<file path="src/rtl/adc_stream_pkg.sv">
// Shared definitions for the ADC sample stream.
// Input word layout: [31:30] tag, [29:15] channel A, [14:0] channel B.
// A packed beat is two input words plus a series-end marker.
package adc_stream_pkg;

   localparam logic [1:0] TAG_PAD  = 2'b00;
   localparam logic [1:0] TAG_INV  = 2'b01;
   localparam logic [1:0] TAG_DATA = 2'b10;
   localparam logic [1:0] TAG_END  = 2'b11;

   localparam int unsigned TAG_MSB = 31;
   localparam int unsigned TAG_LSB = 30;
   localparam int unsigned CHA_MSB = 29;
   localparam int unsigned CHB_MSB = 14;

   localparam int unsigned WORD_W = 32;
   localparam int unsigned BEAT_W = 64;

   // One FIFO entry: output beat plus its tlast.
   typedef struct packed {
      logic              last;
      logic [BEAT_W-1:0] data;
   } beat_t;

   typedef enum logic {
      HalfEmpty,
      HalfFull
   } pack_state_e;

   // DATA and END carry samples; PAD and the invalid tag do not.
   function automatic logic is_sample_tag(input logic [1:0] tag);
      return tag[1];
   endfunction

endpackage

</file>
<file path="src/rtl/sync_fifo_fwft.sv">
// Synchronous first-word-fall-through FIFO.
// Ports:
//   aclk, aresetn       clock, async active-low reset
//   push, push_data     write request and data (written on the clock edge)
//   push_ok             write accepted this cycle (not full, or full with a pop)
//   pop                 read request; ignored when empty
//   pop_data            head entry, valid whenever empty is low; zero when empty
//   full, empty, level  occupancy status, level in 0..2**AW
module sync_fifo_fwft #(
   parameter int unsigned WIDTH = 65,
   parameter int unsigned AW    = 4
) (
   input  logic             aclk,
   input  logic             aresetn,
   input  logic             push,
   input  logic [WIDTH-1:0] push_data,
   output logic             push_ok,
   input  logic             pop,
   output logic [WIDTH-1:0] pop_data,
   output logic             full,
   output logic             empty,
   output logic [AW:0]      level
);

   localparam int unsigned DEPTH = 2 ** AW;

   logic [WIDTH-1:0] mem [DEPTH];
   logic [AW:0]      wptr_q, rptr_q;
   logic             pop_ok;

   // Extra pointer MSB distinguishes full from empty when the indices match.
   assign empty   = (wptr_q == rptr_q);
   assign full    = (wptr_q[AW] != rptr_q[AW]) && (wptr_q[AW-1:0] == rptr_q[AW-1:0]);
   assign level   = wptr_q - rptr_q;
   assign pop_ok  = pop & ~empty;
   // A pop at full frees the head slot in the same edge, so the push fits.
   assign push_ok = push & (~full | pop_ok);

   // Gate the head so an empty FIFO presents zero data.
   assign pop_data = empty ? '0 : mem[rptr_q[AW-1:0]];

   always_ff @(posedge aclk) begin
      if (push_ok) begin
         mem[wptr_q[AW-1:0]] <= push_data;
      end
   end

   always_ff @(posedge aclk or negedge aresetn) begin
      if (!aresetn) begin
         wptr_q <= '0;
         rptr_q <= '0;
      end else begin
         if (push_ok) begin
            wptr_q <= wptr_q + 1'b1;
         end
         if (pop_ok) begin
            rptr_q <= rptr_q + 1'b1;
         end
      end
   end

endmodule

</file>
<file path="src/rtl/axis_sample_packer.sv">
// Packs pairs of 32-bit tagged ADC words into 64-bit AXI-Stream beats.
// Ports:
//   aclk, aresetn            clock, async active-low reset
//   s_axis_tvalid/tdata      input words, no back-pressure; [31:30] tag
//   flush                    pulse: close the current series, padding a half beat
//   clear_stats              pulse: zero counters and overflow flag
//   m_axis_*                 output beats; tdata[31:0] older word, [63:32] newer word
//   beats_pushed             beats written into the FIFO (saturating)
//   beats_dropped            beats lost to a full FIFO (saturating)
//   bad_words                input words tagged PAD or invalid (saturating)
//   overflow                 sticky, set on any drop
//   fifo_level               current FIFO occupancy
module axis_sample_packer
   import adc_stream_pkg::*;
#(
   parameter int unsigned FIFO_AW = 4,
   parameter int unsigned CNT_W   = 32
) (
   input  logic                aclk,
   input  logic                aresetn,
   input  logic                s_axis_tvalid,
   input  logic [WORD_W-1:0]   s_axis_tdata,
   input  logic                flush,
   input  logic                clear_stats,
   input  logic                m_axis_tready,
   output logic                m_axis_tvalid,
   output logic [BEAT_W-1:0]   m_axis_tdata,
   output logic                m_axis_tlast,
   output logic [CNT_W-1:0]    beats_pushed,
   output logic [CNT_W-1:0]    beats_dropped,
   output logic [CNT_W-1:0]    bad_words,
   output logic                overflow,
   output logic [FIFO_AW:0]    fifo_level
);

   logic [1:0]  in_tag;
   logic        word_ok;
   logic        word_bad;
   logic        word_end;

   pack_state_e       state_q;
   logic [WORD_W-1:0] low_q;
   logic              push_q;
   beat_t             push_beat_q;

   beat_t fifo_head;
   logic  fifo_full;
   logic  fifo_empty;
   logic  fifo_pop;
   logic  fifo_push_ok;
   logic  push_drop;

   logic [CNT_W-1:0] beats_pushed_q, beats_dropped_q, bad_words_q;
   logic             overflow_q;

   assign in_tag   = s_axis_tdata[TAG_MSB:TAG_LSB];
   assign word_ok  = s_axis_tvalid & is_sample_tag(in_tag);
   assign word_bad = s_axis_tvalid & ~is_sample_tag(in_tag);
   // A flush riding on a sample word turns that word into the series end.
   assign word_end = word_ok & ((in_tag == TAG_END) | flush);

   // Packer FSM; the completed beat is registered and written to the FIFO next cycle.
   always_ff @(posedge aclk or negedge aresetn) begin
      if (!aresetn) begin
         state_q     <= HalfEmpty;
         low_q       <= '0;
         push_q      <= 1'b0;
         push_beat_q <= '0;
      end else begin
         push_q <= 1'b0;
         case (state_q)
            HalfEmpty: begin
               if (word_ok) begin
                  if (word_end) begin
                     push_q      <= 1'b1;
                     push_beat_q <= '{last: 1'b1, data: {{WORD_W{1'b0}}, s_axis_tdata}};
                  end else begin
                     low_q   <= s_axis_tdata;
                     state_q <= HalfFull;
                  end
               end
            end
            HalfFull: begin
               if (word_ok) begin
                  push_q      <= 1'b1;
                  push_beat_q <= '{last: word_end, data: {s_axis_tdata, low_q}};
                  state_q     <= HalfEmpty;
               end else if (flush) begin
                  push_q      <= 1'b1;
                  push_beat_q <= '{last: 1'b1, data: {{WORD_W{1'b0}}, low_q}};
                  state_q     <= HalfEmpty;
               end
            end
            default: state_q <= HalfEmpty;
         endcase
      end
   end

   assign fifo_pop  = m_axis_tvalid & m_axis_tready;
   assign push_drop = push_q & ~fifo_push_ok;

   sync_fifo_fwft #(
      .WIDTH ($bits(beat_t)),
      .AW    (FIFO_AW)
   ) u_fifo (
      .aclk      (aclk),
      .aresetn   (aresetn),
      .push      (push_q),
      .push_data (push_beat_q),
      .push_ok   (fifo_push_ok),
      .pop       (fifo_pop),
      .pop_data  (fifo_head),
      .full      (fifo_full),
      .empty     (fifo_empty),
      .level     (fifo_level)
   );

   assign m_axis_tvalid = ~fifo_empty;
   assign m_axis_tdata  = fifo_head.data;
   assign m_axis_tlast  = fifo_head.last;

   // Status counters saturate; clear_stats overrides any coincident update.
   always_ff @(posedge aclk or negedge aresetn) begin
      if (!aresetn) begin
         beats_pushed_q  <= '0;
         beats_dropped_q <= '0;
         bad_words_q     <= '0;
         overflow_q      <= 1'b0;
      end else if (clear_stats) begin
         beats_pushed_q  <= '0;
         beats_dropped_q <= '0;
         bad_words_q     <= '0;
         overflow_q      <= 1'b0;
      end else begin
         if (fifo_push_ok && (beats_pushed_q != '1)) begin
            beats_pushed_q <= beats_pushed_q + CNT_W'(1);
         end
         if (push_drop && (beats_dropped_q != '1)) begin
            beats_dropped_q <= beats_dropped_q + CNT_W'(1);
         end
         if (word_bad && (bad_words_q != '1)) begin
            bad_words_q <= bad_words_q + CNT_W'(1);
         end
         if (push_drop) begin
            overflow_q <= 1'b1;
         end
      end
   end

   // fifo_full is implied by push_drop; kept as a named net for debug visibility.
   logic unused_full;
   assign unused_full = fifo_full;

   assign beats_pushed  = beats_pushed_q;
   assign beats_dropped = beats_dropped_q;
   assign bad_words     = bad_words_q;
   assign overflow      = overflow_q;

endmodule

</file>
<file path="config.mk">
export PLATFORM = sky130hd
export DESIGN_NAME = axis_sample_packer
export DESIGN_NICKNAME = d
export VERILOG_FILES = /design/src/rtl/adc_stream_pkg.sv /design/src/rtl/sync_fifo_fwft.sv /design/src/rtl/axis_sample_packer.sv
export SDC_FILE = /design/constraint.sdc
export NUM_CORES = 2
export LEC_CHECK = 0
export CORE_MARGIN = 5
export CORE_UTILIZATION = 45
export DETAILED_ROUTE_END_ITERATION = 16
export MAX_ROUTING_LAYER = met4
export PLACE_DENSITY_LB_ADDON = 0.05
export SLEW_MARGIN = 40
export SYNTH_ARGS = -nofsm -noshare
export SYNTH_HDL_FRONTEND = slang
export SYNTH_SLANG_ARGS = --single-unit
</file>
<file path="constraint.sdc">
create_clock -name aclk -period 9.9 [get_ports aclk]
set_input_delay 1.98 -clock aclk [delete_from_list [all_inputs] [get_ports aclk]]
set_output_delay 1.98 -clock aclk [all_outputs]
set_load 0.03 [all_outputs]
</file>
==> impl_metrics.tcl <==
set metrics [dict create \
    drv_slew 0 \
    synth-async-reset-ratio 0.165 \
    cts-resized-gates 0 \
    coreArea_sq_um 109000 \
    cp_max_fo 38 \
    routed_wl_um 124000 \
    synth_edf_count 1040 \
    hp-class "reg2reg" \
    path_buf_inv 3 \
    crit_chain "buf_4 -> buf_6 -> mux4_2 -> mux4_2 -> and2_1 -> clkdlybuf4s50_1" \
    outcome "finished, final reports clean" \
    grt_pass1_vias 26300 \
    portBuffers 205 \
    cts_buffers 133 \
    synth-seq-cells 1246 \
    grt.overflow.total 0 \
    drc 0 \
    area_growth_pct 16.9 \
    timing.setup.tns_ns 0 \
    cts_max_level 4 \
    fill_cells 8439 \
    tightestPinTransition_ns 0.840 \
    cts_max_path_buffers 3 \
    post-route-period-util 0.689 \
    synth_top_area_share 0.637 \
    yosysSeqAreaShare 0.742 \
    r2r_cells 8 \
    initial_core_util 0.452 \
    dp_hpwl_um 65500 \
    rows 121 \
    r2r-end "u_fifo.mem[3][17]" \
    synth-main-ff-cell "edfxtp_1" \
    postSynthCellCount 2451 \
    drtPass1Iterations 5 \
    clock_sinks 1246 \
    clk_pin_slew_ns 0.06 \
    rrSetupSlack_ns 5.77 \
    vias 24900 \
    syn_nets 2502 \
    timing.rr.start "u_fifo.rptr_q[2]" \
    slew_headroom 0.440 \
    yosys.area.top_type "edfxtp_1" \
    endpoint_kind "output port" \
    critical_path.startpoint_type "flop" \
    grt_pass1_wl_um 182000 \
    tritoncts "built" \
    drive_above_1_share 0.228 \
    drt_iter0_drc 2297 \
    fmaxAchievable_mhz 147 \
    worstSkewPairLatency_ns 0.73 \
    timing.critical_path.mode_cell "mux4_2" \
    hold-worst-slack_ns 0.474 \
    power.leakage_nw 19.0 \
    cts.root.buffer_cell "clkbuf_16" \
    die_w_um 340 \
    total_power_mw 16.1 \
    yosysUniqueCellTypes 60 \
    finClkSkew_ns 0.0236 \
    grt.total_usage 0.222 \
    vias_per_cell 5.87 \
    critical_path_class "reg2out" \
    yosysWarnings 0 \
    period_minus_slack_ns 6.82 \
    hold_violations 0 \
    pin_count 206 \
    critPathCapture "m_axis_tdata[59]" \
    crit_start "u_fifo.rptr_q[0]" \
    syn_avg_cell_area_sq_um 20.0 \
    crit_slowest_cell "dfrtp_4" \
    gp_congestion 0.809 \
    die_h_um 340 \
    critical-path-top-delay-family "buffers and inverters" \
    ant_nets 0 \
    crit_path_max_incr_delay_ns 0.87 \
    critPathArrivalTime_ns 4.84 \
    drv_cap 0 \
    ir_drop_uv 226 \
    cts_hold_buf 0 \
    multiInputGateArea_sq_um 12200 \
    antenna_found_initial 11 \
    hp-start "low_q[31]" \
    ys_top_cells_by_area "edfxtp_1 (64%), mux4_2 (15%), dfrtp_1 (11%), and2_1 (0.93%), nor2_1 (0.80%)" \
    syn-cell-area_sq_um 49100 \
    nNetsFinal 2768 \
    power_density_nw_per_um2 280 \
    die_area_sq_um 116000 \
    rsz0062_at_grt "false" \
    grt_max_degree 125 \
    worst-path-stages 6 \
    regArea_sq_um 36400 \
    wl_per_cell_um 29.2 \
    critPathRequiredTime_ns 7.92 \
    post_cts_buffers 0 \
    finalSetupViolCount 0 \
]
==> power breakdown <==
part / switching [mW] / internal, mW / leakage [nW]
Combinational: 2.49 / 2.27 / 4.66
Clock: 2.00 / 2.87 / 2.09
Sequential: 0.358 / 6.07 / 12.3
Total: 4.85 / 11.2 / 19.0
==> cell type report <==
cell class,count,area share
clock inverter,53,0.00916
antenna,5,0.000218
timing repair buffer,257,0.0447
multi-input combinational,1062,0.213
tap,1414,0.0309
sequential,1246,0.635
clock buffer,191,0.0657
inverter,17,0.00124
==> registers in the layout (all words and copies together) (netlist names) <==
register       flops
overflow           1
u_fifo.rptr_q      5
low_q             32
push_q             1
state_q            1
u_fifo.wptr_q      5
beats_pushed      32
push_beat_q       65
bad_words         32
beats_dropped     32
u_fifo.mem      1040
==> logic make-up after synthesis <==
logic type               count (synthesis)  share of synthesized area
flip-flops                            1246                      0.742
AND/OR/NAND/NOR                        445                     0.0474
multiplexers                           390                      0.163
buffers and inverters                  143                     0.0119
AO/OA/AOI/OAI                          131                     0.0173
XOR/XNOR                                83                     0.0148
adder cells (fa/ha/maj)                 13                    0.00347
==> Yosys cell counts, drive strengths merged (35+ instances only) <==
cell / n
edfxtp: 1040
mux4: 325
dfrtp: 206
nor2: 104
clkbuf: 90
nand2: 80
and2: 75
o21ai: 53
xnor2: 42
nand3: 41
xor2: 41
nand4: 37
buf: 35
==> routing by layer <==
| metal | wire length, um | track usage | up-vias |
|---|---|---|---|
| met5 | 0 | - | - |
| met4 | 2140 | 0.0458 | 0 |
| met3 | 7690 | 0.0442 | 169 |
| met2 | 59400 | 0.344 | 834 |
| met1 | 54800 | 0.314 | 13400 |
| li1 | - | - | 10500 |
==> metrics by stage <==
step	util	cells	instance area [sq um]	setup slack, ns
CTS	0.528	4240	57300	2.69
finish	0.528	4245	57300	3.08
global placement	0.487	3995	52900	3.38
global route	0.528	4245	57300	2.77
floorplan	-	2451	49100	2.51
detailed placement	0.488	3996	53000	3.51
==> placed cells by master, fill, tap and decap left out, drive strengths merged, types with 4 or more instances in the layout <==
| master | netlist | layout |
|---|---|---|
| and3 | 19 | 19 |
| mux2 | 31 | 31 |
| ha | 12 | 12 |
| mux2i | 34 | 34 |
| nor2 | 104 | 104 |
| or3 | 21 | 21 |
| clkdlybuf4s50 | 0 | 203 |
| edfxtp | 1040 | 1040 |
| or4 | 8 | 8 |
| nand4 | 37 | 37 |
| clkbuf | 90 | 191 |
| dfrtp | 206 | 206 |
| nand3 | 41 | 41 |
| nor3 | 30 | 30 |
| buf | 35 | 54 |
| xor2 | 41 | 41 |
| bufinv | 0 | 8 |
| nor4 | 11 | 11 |
| nand2 | 80 | 80 |
| a21oi | 27 | 27 |
| diode | 0 | 5 |
| a21o | 5 | 5 |
| mux4 | 325 | 325 |
| clkinv | 1 | 34 |
| inv | 16 | 24 |
| a22o | 31 | 31 |
| o21ai | 53 | 53 |
| clkinvlp | 0 | 4 |
| and2 | 75 | 75 |
| and4 | 8 | 8 |
| xnor2 | 42 | 42 |
| nand2b | 4 | 4 |
==> worst min path at each step <==
stage / to / slack [ns] / cells after the start
floorplan: low_q[31] / 0.43 / 1
detailed placement: low_q[31] / 0.46 / 1
CTS: low_q[31] / 0.47 / 1
global placement: low_q[31] / 0.46 / 1
finish: low_q[31] / 0.47 / 1
global route: low_q[31] / 0.50 / 1
No activity file was read; power rests on OpenSTA's default activity.
